==> src/rtl/rtc_bcd_core.sv <==
// BCD real-time clock core: exact-period prescaler, 24 h internal time with 12/24 h display,
// alarm and a byte-wide register bus with registered readback.
module rtc_bcd_core #(
    parameter int unsigned CLK_HZ       = 31500000,
    parameter int unsigned HOUR_MODE_24 = 1,
    parameter int unsigned COLOR_W      = 4
) (
    input  logic               clk,
    input  logic               reset_n,
    input  logic               adj_sec,
    input  logic               adj_min,
    input  logic               adj_hrs,
    input  logic               wr_en,
    input  logic [7:0]         wr_addr,
    input  logic [7:0]         wr_data,
    input  logic [7:0]         rd_addr,
    output logic [7:0]         rd_data,
    output logic [3:0]         sec_u,
    output logic [2:0]         sec_d,
    output logic [3:0]         min_u,
    output logic [2:0]         min_d,
    output logic [3:0]         hrs_u,
    output logic [1:0]         hrs_d,
    output logic               pm,
    output logic [COLOR_W-1:0] color_offset,
    output logic               sec_tick,
    output logic               alarm_hit
);

    localparam int unsigned PW = $clog2(CLK_HZ);
    localparam logic [PW-1:0] PRESC_MAX = PW'(CLK_HZ - 1);

    function automatic logic [5:0] bcd_to_bin(input logic [1:0] tens, input logic [3:0] units);
        return ({4'b0, tens} * 6'd10) + {2'b0, units};
    endfunction

    function automatic logic [5:0] bin_to_bcd(input logic [5:0] b);
        logic [5:0] r;
        r = b;
        if (b >= 6'd20) begin
            r = b - 6'd20;
            return {2'd2, r[3:0]};
        end else if (b >= 6'd10) begin
            r = b - 6'd10;
            return {2'd1, r[3:0]};
        end
        return {2'd0, r[3:0]};
    endfunction

    function automatic logic sec_ok(input logic [7:0] d);
        return !d[7] && (d[6:4] <= 3'd5) && (d[3:0] <= 4'd9);
    endfunction

    function automatic logic hr24_ok(input logic [7:0] d);
        return (d[7:6] == 2'b00) && (d[3:0] <= 4'd9) && (bcd_to_bin(d[5:4], d[3:0]) <= 6'd23);
    endfunction

    function automatic logic hr12_ok(input logic [7:0] d);
        logic [5:0] h;
        h = bcd_to_bin(d[5:4], d[3:0]);
        return !d[6] && (d[3:0] <= 4'd9) && (h >= 6'd1) && (h <= 6'd12);
    endfunction

    logic [3:0] sec_u_q, sec_u_d, min_u_q, min_u_d, hr_u_q, hr_u_d, hrs_u_q, hrs_u_d;
    logic [2:0] sec_d_q, sec_d_d, min_d_q, min_d_d;
    logic [1:0] hr_d_q, hr_d_d, hrs_d_q, hrs_d_d;
    logic       pm_q, pm_d, mode24_q, mode24_d, run_q, run_d, alarm_en_q, alarm_en_d;
    logic [6:0] al_min_q, al_min_d;
    logic [5:0] al_hrs_q, al_hrs_d;
    logic       alarm_flag_q, alarm_flag_d, tick_pend_q, tick_pend_d;
    logic       sec_tick_q, sec_tick_d, alarm_hit_q, alarm_hit_d;
    logic [PW-1:0]      presc_q, presc_d;
    logic [COLOR_W-1:0] color_q, color_d;
    logic [7:0]         rd_data_q, rd_data_d;

    logic       wr_sec, wr_min, wr_hrs, wr_ctl, tick_wrap, pend, do_tick;
    logic       sec_max, min_max, hr_max, min_step, hr_step;
    logic [5:0] hb, disp, disp_bcd, h12, h24;

    always_comb begin
        sec_u_d = sec_u_q;  sec_d_d = sec_d_q;
        min_u_d = min_u_q;  min_d_d = min_d_q;
        hr_u_d = hr_u_q;    hr_d_d = hr_d_q;
        mode24_d = mode24_q; run_d = run_q; alarm_en_d = alarm_en_q;
        al_min_d = al_min_q; al_hrs_d = al_hrs_q;
        color_d = color_q;
        alarm_hit_d = 1'b0;
        h12 = 6'd0;
        h24 = 6'd0;

        wr_sec = wr_en && (wr_addr == 8'h00) && sec_ok(wr_data);
        wr_min = wr_en && (wr_addr == 8'h01) && sec_ok(wr_data);
        wr_hrs = wr_en && (wr_addr == 8'h02) &&
                 (mode24_q ? hr24_ok(wr_data) : hr12_ok(wr_data));
        wr_ctl = wr_en && (wr_addr == 8'h03);

        tick_wrap = run_q && (presc_q == PRESC_MAX);
        presc_d   = run_q ? (tick_wrap ? '0 : presc_q + PW'(1)) : presc_q;
        // Adjusts and time writes win; a pending tick simply waits for a free cycle.
        pend        = tick_pend_q | tick_wrap;
        do_tick     = pend && !(adj_sec || adj_min || adj_hrs || wr_sec || wr_min || wr_hrs);
        tick_pend_d = pend && !do_tick;
        sec_tick_d  = do_tick;

        sec_max  = (sec_u_q == 4'd9) && (sec_d_q == 3'd5);
        min_max  = (min_u_q == 4'd9) && (min_d_q == 3'd5);
        hr_max   = (hr_u_q == 4'd3) && (hr_d_q == 2'd2);
        min_step = (do_tick && sec_max) || adj_min;
        hr_step  = (do_tick && sec_max && min_max) || adj_hrs;

        if (do_tick || adj_sec) begin
            if (sec_u_q == 4'd9) begin
                sec_u_d = 4'd0;
                sec_d_d = sec_max ? 3'd0 : sec_d_q + 3'd1;
            end else begin
                sec_u_d = sec_u_q + 4'd1;
            end
        end
        if (min_step) begin
            color_d = color_q + COLOR_W'(1);
            if (min_u_q == 4'd9) begin
                min_u_d = 4'd0;
                min_d_d = min_max ? 3'd0 : min_d_q + 3'd1;
            end else begin
                min_u_d = min_u_q + 4'd1;
            end
        end
        if (hr_step) begin
            if (hr_max) begin
                hr_u_d = 4'd0;
                hr_d_d = 2'd0;
            end else if (hr_u_q == 4'd9) begin
                hr_u_d = 4'd0;
                hr_d_d = hr_d_q + 2'd1;
            end else begin
                hr_u_d = hr_u_q + 4'd1;
            end
        end

        if (wr_sec) begin
            sec_d_d     = wr_data[6:4];
            sec_u_d     = wr_data[3:0];
            presc_d     = '0;
            tick_pend_d = 1'b0;
        end
        if (wr_min) begin
            min_d_d = wr_data[6:4];
            min_u_d = wr_data[3:0];
        end
        if (wr_hrs) begin
            if (mode24_q) begin
                h24 = bcd_to_bin(wr_data[5:4], wr_data[3:0]);
            end else begin
                h12 = bcd_to_bin(wr_data[5:4], wr_data[3:0]);
                if (h12 == 6'd12) h24 = wr_data[7] ? 6'd12 : 6'd0;
                else              h24 = wr_data[7] ? h12 + 6'd12 : h12;
            end
            {hr_d_d, hr_u_d} = bin_to_bcd(h24);
        end
        if (wr_ctl) begin
            mode24_d   = wr_data[0];
            run_d      = wr_data[1];
            alarm_en_d = wr_data[2];
        end
        if (wr_en && (wr_addr == 8'h04) && sec_ok(wr_data)) al_min_d = wr_data[6:0];
        if (wr_en && (wr_addr == 8'h05) && hr24_ok(wr_data)) al_hrs_d = wr_data[5:0];

        if (do_tick && alarm_en_q && (sec_d_d == 3'd0) && (sec_u_d == 4'd0) &&
            ({min_d_d, min_u_d} == al_min_q) && ({hr_d_d, hr_u_d} == al_hrs_q)) begin
            alarm_hit_d = 1'b1;
        end
        alarm_flag_d = alarm_hit_d ||
                       (alarm_flag_q && !(wr_en && (wr_addr == 8'h06) && wr_data[0]));

        hb = bcd_to_bin(hr_d_d, hr_u_d);
        if (mode24_d)          disp = hb;
        else if (hb == 6'd0)   disp = 6'd12;
        else if (hb > 6'd12)   disp = hb - 6'd12;
        else                   disp = hb;
        disp_bcd = bin_to_bcd(disp);
        hrs_d_d  = disp_bcd[5:4];
        hrs_u_d  = disp_bcd[3:0];
        pm_d     = (hb >= 6'd12);

        unique case (rd_addr)
            8'h00:   rd_data_d = {1'b0, sec_d_d, sec_u_d};
            8'h01:   rd_data_d = {1'b0, min_d_d, min_u_d};
            8'h02:   rd_data_d = mode24_d ? {2'b00, hr_d_d, hr_u_d} : {pm_d, 1'b0, disp_bcd};
            8'h03:   rd_data_d = {5'b0, alarm_en_d, run_d, mode24_d};
            8'h04:   rd_data_d = {1'b0, al_min_d};
            8'h05:   rd_data_d = {2'b00, al_hrs_d};
            8'h06:   rd_data_d = {7'b0, alarm_flag_d};
            default: rd_data_d = 8'h00;
        endcase
    end

    always_ff @(posedge clk or negedge reset_n) begin
        if (!reset_n) begin
            sec_u_q <= '0; sec_d_q <= '0; min_u_q <= '0; min_d_q <= '0;
            hr_u_q <= '0;  hr_d_q <= '0;  hrs_u_q <= '0; hrs_d_q <= '0; pm_q <= 1'b0;
            mode24_q <= (HOUR_MODE_24 != 0); run_q <= 1'b1; alarm_en_q <= 1'b0;
            al_min_q <= '0; al_hrs_q <= '0; alarm_flag_q <= 1'b0;
            presc_q <= '0; tick_pend_q <= 1'b0; color_q <= '0;
            rd_data_q <= '0; sec_tick_q <= 1'b0; alarm_hit_q <= 1'b0;
        end else begin
            sec_u_q <= sec_u_d; sec_d_q <= sec_d_d; min_u_q <= min_u_d; min_d_q <= min_d_d;
            hr_u_q <= hr_u_d;   hr_d_q <= hr_d_d;   hrs_u_q <= hrs_u_d; hrs_d_q <= hrs_d_d;
            pm_q <= pm_d;
            mode24_q <= mode24_d; run_q <= run_d; alarm_en_q <= alarm_en_d;
            al_min_q <= al_min_d; al_hrs_q <= al_hrs_d; alarm_flag_q <= alarm_flag_d;
            presc_q <= presc_d; tick_pend_q <= tick_pend_d; color_q <= color_d;
            rd_data_q <= rd_data_d; sec_tick_q <= sec_tick_d; alarm_hit_q <= alarm_hit_d;
        end
    end

    assign sec_u        = sec_u_q;
    assign sec_d        = sec_d_q;
    assign min_u        = min_u_q;
    assign min_d        = min_d_q;
    assign hrs_u        = hrs_u_q;
    assign hrs_d        = hrs_d_q;
    assign pm           = pm_q;
    assign color_offset = color_q;
    assign sec_tick     = sec_tick_q;
    assign alarm_hit    = alarm_hit_q;
    assign rd_data      = rd_data_q;

endmodule

==> config.mk <==
export PLATFORM = sky130hd
export DESIGN_NAME = rtc_bcd_core
export DESIGN_NICKNAME = d
export VERILOG_FILES = /design/src/rtl/rtc_bcd_core.sv
export SDC_FILE = /design/constraint.sdc
export NUM_CORES = 1
export LEC_CHECK = 0
export CORE_MARGIN = 3
export CORE_UTILIZATION = 48
export CTS_BUF_LIST = sky130_fd_sc_hd__clkbuf_8
export DETAILED_ROUTE_END_ITERATION = 8
export PLACE_DENSITY = 0.7
export SETUP_SLACK_MARGIN = 0.15
export SLEW_MARGIN = 5
export SYNTH_ARGS = -nofsm -noshare
export SYNTH_HDL_FRONTEND = slang
export SYNTH_SLANG_ARGS = --single-unit
==> constraint.sdc <==
create_clock -name clk -period 14.7 [get_ports clk]
set_clock_uncertainty 0.2 [all_clocks]
set_input_delay 2.94 -clock clk [delete_from_list [all_inputs] [get_ports clk]]
set_output_delay 2.94 -clock clk [all_outputs]
set_load 0.005 [all_outputs]
==> results of run 1 <==
[worst max-delay path: cells and delay by family]
family	cells	cell delay, ns
multiplexers	1	0.34
AO/OA/AOI/OAI	15	3.11
buffers and inverters	8	1.43
AND/OR/NAND/NOR	3	0.52
XOR/XNOR	4	0.93
adder cells (fa/ha/maj)	8	2.21
[worst max path at each step]
stage,from,end,slack [ns],depth (start not counted)
2_1_floorplan,wr_data[1],rd_data[1]$_DFF_PN0_,4.82,38
3_3_place_gp,wr_data[1],rd_data[1]$_DFF_PN0_,3.53,39
3_5_place_dp,wr_data[5],rd_data[1]$_DFF_PN0_,3.10,38
4_1_cts,wr_data[5],rd_data[1]$_DFF_PN0_,3.40,38
5_1_grt,wr_data[5],rd_data[1]$_DFF_PN0_,2.63,38
6_report,wr_data[1],rd_data[1]$_DFF_PN0_,3.27,39
[stage by stage]
step | util, % | total power [mW]
after global routing | 58.3 | 1.32
after global placement | 56.6 | 1.00
final | 58.3 | 1.22
after floorplan | - | 0.829
after CTS | 58.3 | 1.21
after detailed placement | 56.6 | 1.04
[logic make-up after synthesis]
| logic type | after synthesis |
|---|---|
| AND/OR/NAND/NOR | 249 |
| AO/OA/AOI/OAI | 175 |
| flip-flops | 84 |
| buffers and inverters | 54 |
| XOR/XNOR | 38 |
| adder cells (fa/ha/maj) | 35 |
| multiplexers | 24 |
[power by group through the flow]
stage	registers (mW)	logic, mW	clock network (mW)
after CTS	0.334	0.703	0.178
after global placement	0.336	0.668	0
after detailed placement	0.338	0.697	0
final	0.334	0.710	0.176
after floorplan	0.327	0.502	0
after global routing	0.343	0.787	0.188
[layout make-up]
type	instances	area, um^2	area share [%]
tap	143	179	2.63
sequential	84	2100	31.0
inverter	34	128	1.88
clock buffer	12	165	2.43
multi-input combinational	521	3530	52.0
clock inverter	3	37.5	0.552
timing repair buffer	66	653	9.61
[placed cells by master (no fill, tap or decap), drive strengths merged, types with 30 or more instances in the layout]
cell type       n
clkdlybuf4s50  63
nand2          56
nand3          30
inv            36
ha             33
o21ai          50
nor2           62
a21oi          36
dfrtp          82
[layer usage]
layer	global-route usage (%)	vias up	share of wire, %
li1	-	2509	-
met1	34.7	2611	45
met2	39.1	182	46
met3	4.77	26	6.0
met4	7.66	0	2.2
met5	0	-	0
[registers in the layout, summed over array words and instances (netlist names), 2 cells and up]
name          cells
hr_d_q            2
al_min_q          7
min_d             3
color_offset      4
al_hrs_q          6
sec_u             4
sec_d             3
hr_u_q            4
hrs_u             4
rd_data           8
hrs_d             2
presc_q          25
min_u             4
==> run metrics, run 1 <==
die width=116 um; vias in the first global route=5103; startpoint class of the critical path=input pin; count leader, synth=dfrtp_1; Starting Density=50.1%; cells after synthesis=659; Hold Path Depth=1; Final Max Tran Viols=0; compound-gate portion of the synthesized area=20.3%; Place WS=3.10 ns; placed wire-length estimate=12.1 mm; r2r setup slk=7.69 ns; EDFF count, synth=0; r2r worst-path depth=32; Crit Path Max Fanout=8; CP max-delay cell=clkdlybuf4s50_1; most frequent cells after synthesis=dfrtp_1 (82), nor2_1 (62), nand2_1 (56); total track usage=24.8%; final non-filler cell total=863; hold crit path type=flip-flop to flip-flop; biggest area consumer among synthesized cells=dfrtp_1; total CTS buffers=9; ys flop type=dfrtp_1; Fin. Hold Viols=0; Pre-Repair DR Iteration Count=5; Fillers=1019; fraction of registers with async set/reset=100%; internal power=686 uW; post-route minimum period=11.43 ns; critical path's most frequent cell=inv_1; first-pass GRT wire length=26.1 mm; share of the synthesized area in the top cell type=35.1%; Syn Nets=724; CP endpoint kind=flip-flop; layout cell share with drive strength beyond 1=6.67%; CTS tree=done; Seq cells post-synth=84; main combinational cell family by area after synthesis=simple AND/OR/NAND/NOR gates; max incr delay on CP=0.61 ns; root buffer cell=clkbuf_8; Yosys cell types=74; Core ar.=0.0117 mm^2; num rows=39; vias per std cell=6.17; RR Startpoint=mode24_q$_DFF_PN1_; HP Start=color_offset[3]$_DFFE_PN0N_; clk sink count=84; Cell Pwr Density=179 mW/mm^2; post_cts resized=0; worst skew pair latency=0.38 ns; total congestion overflow=0; design area=0.00680 mm^2; Peak supply drop=0.000237 V; proportion of synthesized area in mux cells=4.41%; post-placement cell count=848; mapped cell area=0.00585 mm^2; Fmax=87.5 MHz; Setup TNS=0 ns; clock share of power=14.4%; Post-Synth Adder-Cell Area=7.75%; CTS HTree Levels=3; clock slew at reported path FFs=0.08 ns; initial antenna violation count=0; Final Routed Wirelength=16.1 mm; final setup vio count=0; Comb power frac=58.2%; leading post-synthesis cells by cell area=dfrtp_1 (35%), ha_1 (7.1%), o21ai_0 (4.1%); Worst Path Required=14.76 ns; Hold-fix buffers, CTS=0; # nets final=781; CP Class=input pin to flip-flop; Slew @ Worst Pin=1.11 ns; slew margin rel.=25.6%; LEAKAGE=3.02 nW; hold_ws=0.275 ns; Die Height=116 um; period utilization=77.8%; placed cell areas=0.00660 mm^2; n_diodes=0; IO Port Bufs=64; maxcap violations=0; 1st-iter DRT viols=408; Critical Path AT=11.50 ns; simple-gate share of the synthesized area=22.1%; Residual DRC=0; final worst setup slack=3.27 ns; P&R area growth vs syn=16.3%; Seq pwr share=27.4%; switching power=534 uW; XOR/XNOR Fraction of Synth Area=5.82%; WL/cell=18.7 um; switch share=43.8%; worst-case clock buffer depth=2; die area=0.0135 mm^2; mean area per synthesized cell=8.87 um^2; Hold Path Sink=color_offset[3]$_DFFE_PN0N_; outcome=completed; setup repair after global routing missed its margin=no; Routability Congestion=0.924; Top-Level Pins=65; Post-CTS Setup Bufs=0; routed vias=5328; Synthesis Warnings=0; post-route ant nets=0; sequential area share after synthesis=36.0%; Reg-to-Reg End=rd_data[1]$_DFF_PN0_; pin count of the biggest net entering global routing=85
(Power assumes the default switching activity.)
==> inputs of run 2 (changes only) <==
--- a/config.mk
+++ b/config.mk
@@ -9,7 +9,7 @@
 export CORE_UTILIZATION = 48
 export CTS_BUF_LIST = sky130_fd_sc_hd__clkbuf_8
 export DETAILED_ROUTE_END_ITERATION = 8
-export PLACE_DENSITY = 0.7
+export PLACE_DENSITY = 0.72
 export SETUP_SLACK_MARGIN = 0.15
 export SLEW_MARGIN = 5
 export SYNTH_ARGS = -nofsm -noshare
==> constraint.sdc (replaced) <==
create_clock -name clk -period 10.47 [get_ports clk]
set_clock_uncertainty 0.2 [all_clocks]
set_input_delay 2.094 -clock clk [delete_from_list [all_inputs] [get_ports clk]]
set_output_delay 2.094 -clock clk [all_outputs]
set_load 0.005 [all_outputs]
==> run 2 against run 1 <==
Compared with the run above: utilization increased by 0.68 points; clock power increased by 34%; routed wire length increased by 1.3%; register-to-register slack lost 4.0 ns; final cell count up 1.2%; sequential power increased by 41%; final area up 1.2%; first-iteration DRC count up 25%; total power is 42% higher; count of clock-buffer cells in the layout down 3; global-route usage fell by 0.23 points; critical path depth unchanged; largest power group unchanged; highest routed layer unchanged.
==> run metrics, run 2 (synthesized netlist as in run 1, its figures left out) <==
total power=1.73 mW (+42%); Largest Register=presc_q; r2r worst-path depth=32 (unchanged); final setup vio count=0 (unchanged); max reg flops=25 (unchanged); CP endpoint kind=flip-flop; initial antenna violation count=0 (unchanged); Worst path depth=39 (unchanged); first-pass GRT wire length=26.0 mm (-0.40%); Die Height=116 um (unchanged); Routability Congestion=0.949 (+2.7%); most common cell after layout, fill and taps aside=dfrtp_1; Cell Pwr Density=252 mW/mm^2 (+40%); Residual DRC=0 (unchanged); CP top delay family=compound AO/OA/AOI/OAI gates; Worst Path Required=10.54 ns (-4.22 ns); root buffer cell=clkbuf_8; worst skew pair latency=0.39 ns (about the same); n_diodes=0 (unchanged); hold crit path type=flip-flop to flip-flop; Hold Path Depth=1 (unchanged); Pre-Repair DR Iteration Count=5 (unchanged); startpoint class of the critical path=input pin; vias in the first global route=5095 (-0.16%); setup repair after global routing missed its margin=no; P&R area growth vs syn=17.6%; LEAKAGE=3.05 nW (+0.80%); hold_ws=0.280 ns (+0.00520 ns); Peak supply drop=0.000414 V (+75%); Final Max Tran Viols=0 (unchanged); clock share of power=13.7% (-0.7 points); die width=116 um (unchanged); clk sink count=84 (unchanged); internal power=957 uW (+39%); worst-case clock buffer depth=2 (unchanged); Fillers=1043 (+2.4%); WL/cell=18.7 um (+0.15%); Slew @ Worst Pin=1.14 ns (+0.0296 ns); period utilization=94.5%; max incr delay on CP=0.63 ns (+0.02 ns); vias per std cell=6.18 (about the same); die area=0.0135 mm^2 (unchanged); Crit Path Max Fanout=6 (-2); num rows=39 (unchanged); routing usage on met3=4.40% (-0.36 points); Comb power frac=59.1% (+0.9 points); IO Port Bufs=64 (unchanged); design area=0.00688 mm^2 (+1.2%); post-route ant nets=0 (unchanged); switching power=774 uW (+45%); slew margin rel.=23.6% (-2.0 points); CTS HTree Levels=3 (unchanged); grt met2 use=38.0% (-1.1 points); total track usage=24.6% (-0.23 points); most frequent cells in the layout=dfrtp_1 (82), clkdlybuf4s50_1 (63), nor2_1 (62); 1st-iter DRT viols=511 (+25%); CP max-delay cell=or4b_2; Seq pwr share=27.3% (about the same); total CTS buffers=9 (unchanged); Critical Path AT=9.97 ns (-1.53 ns); layout cell share with drive strength beyond 1=8.63% (+2.0 points); most used routing layer=met2; placed cell areas=0.00666 mm^2 (+0.91%); Setup TNS=0 ns (unchanged); total congestion overflow=0 (unchanged); maxcap violations=0 (unchanged); Final Routed Wirelength=16.4 mm (+1.3%); routed vias=5393 (+1.2%); post-route minimum period=9.90 ns; met1 usage=34.2% (-0.53 points); CP Class=input pin to flip-flop; CTS tree=done; clock slew at reported path FFs=0.08 ns (about the same); pin count of the biggest net entering global routing=85 (unchanged); # nets final=790 (+1.2%); Fin. Hold Viols=0 (unchanged); Starting Density=50.1% (unchanged); Place WS=0.0533 ns (-3.05 ns); Fmax=101 MHz; Buf/Inv on CP=7 (-1); placed wire-length estimate=12.4 mm (+2.5%); Core ar.=0.0117 mm^2 (unchanged); outcome=completed; switch share=44.7% (+0.96 points); final worst setup slack=0.571 ns (-2.70 ns); Top-Level Pins=65 (unchanged)
==> run 2: repair_timing <==
item	in CTS	in global routing
buffers inserted	0	1
setup endpoints to repair	0	7
hold buffers	0	0
resized for setup	0	5
==> run 2: layout make-up <==
type / instances / area [um^2] / share of cell area [%]
Clock inverter: 7 / 67.6 / 0.982
Clock buffer: 9 / 124 / 1.80
Tap cell: 143 / 179 / 2.60
Sequential cell: 84 / 2100 / 30.6
Multi-Input combinational cell: 521 / 3550 / 51.7
Timing Repair Buffer: 75 / 721 / 10.5
Inverter: 34 / 128 / 1.86
==> run 2: power groups by stage <==
stage	logic (mW)	clock network (mW)	registers, mW
2_1_floorplan	0.705	0	0.459
3_3_place_gp	0.940	0	0.472
3_5_place_dp	0.991	0	0.477
4_1_cts	0.997	0.240	0.471
5_1_grt	1.12	0.253	0.483
6_report	1.02	0.236	0.472
==> run 2: final timing paths <==
check | startpoint | end | slack (ns)
max | wr_data[4] | rd_data[3]$_DFF_PN0_ | 0.57
min | presc_q[23]$_DFFE_PN0P_ | presc_q[23]$_DFFE_PN0P_ | 0.28
max reg2reg | mode24_q$_DFF_PN1_ | rd_data[3]$_DFF_PN0_ | 3.71
min reg2reg | presc_q[23]$_DFFE_PN0P_ | presc_q[23]$_DFFE_PN0P_ | 0.28
max in group asynchronous | reset_n | rd_data[3]$_DFF_PN0_ | 7.68
min in group asynchronous | reset_n | presc_q[19]$_DFFE_PN0P_ | 1.70
==> run 2: per-stage QoR <==
stage | util [%] | instances
2_1_floorplan | - | 659
3_3_place_gp | 57.1 | 856
3_5_place_dp | 57.1 | 856
4_1_cts | 58.7 | 872
5_1_grt | 59.0 | 873
6_report | 59.0 | 873
==> run 2: metal layers <==
metal	part of all wire, %	vias to the layer above
met5	0	-
met4	3.4	0
met3	6.1	41
met2	46	196
met1	44	2621
li1	-	2535
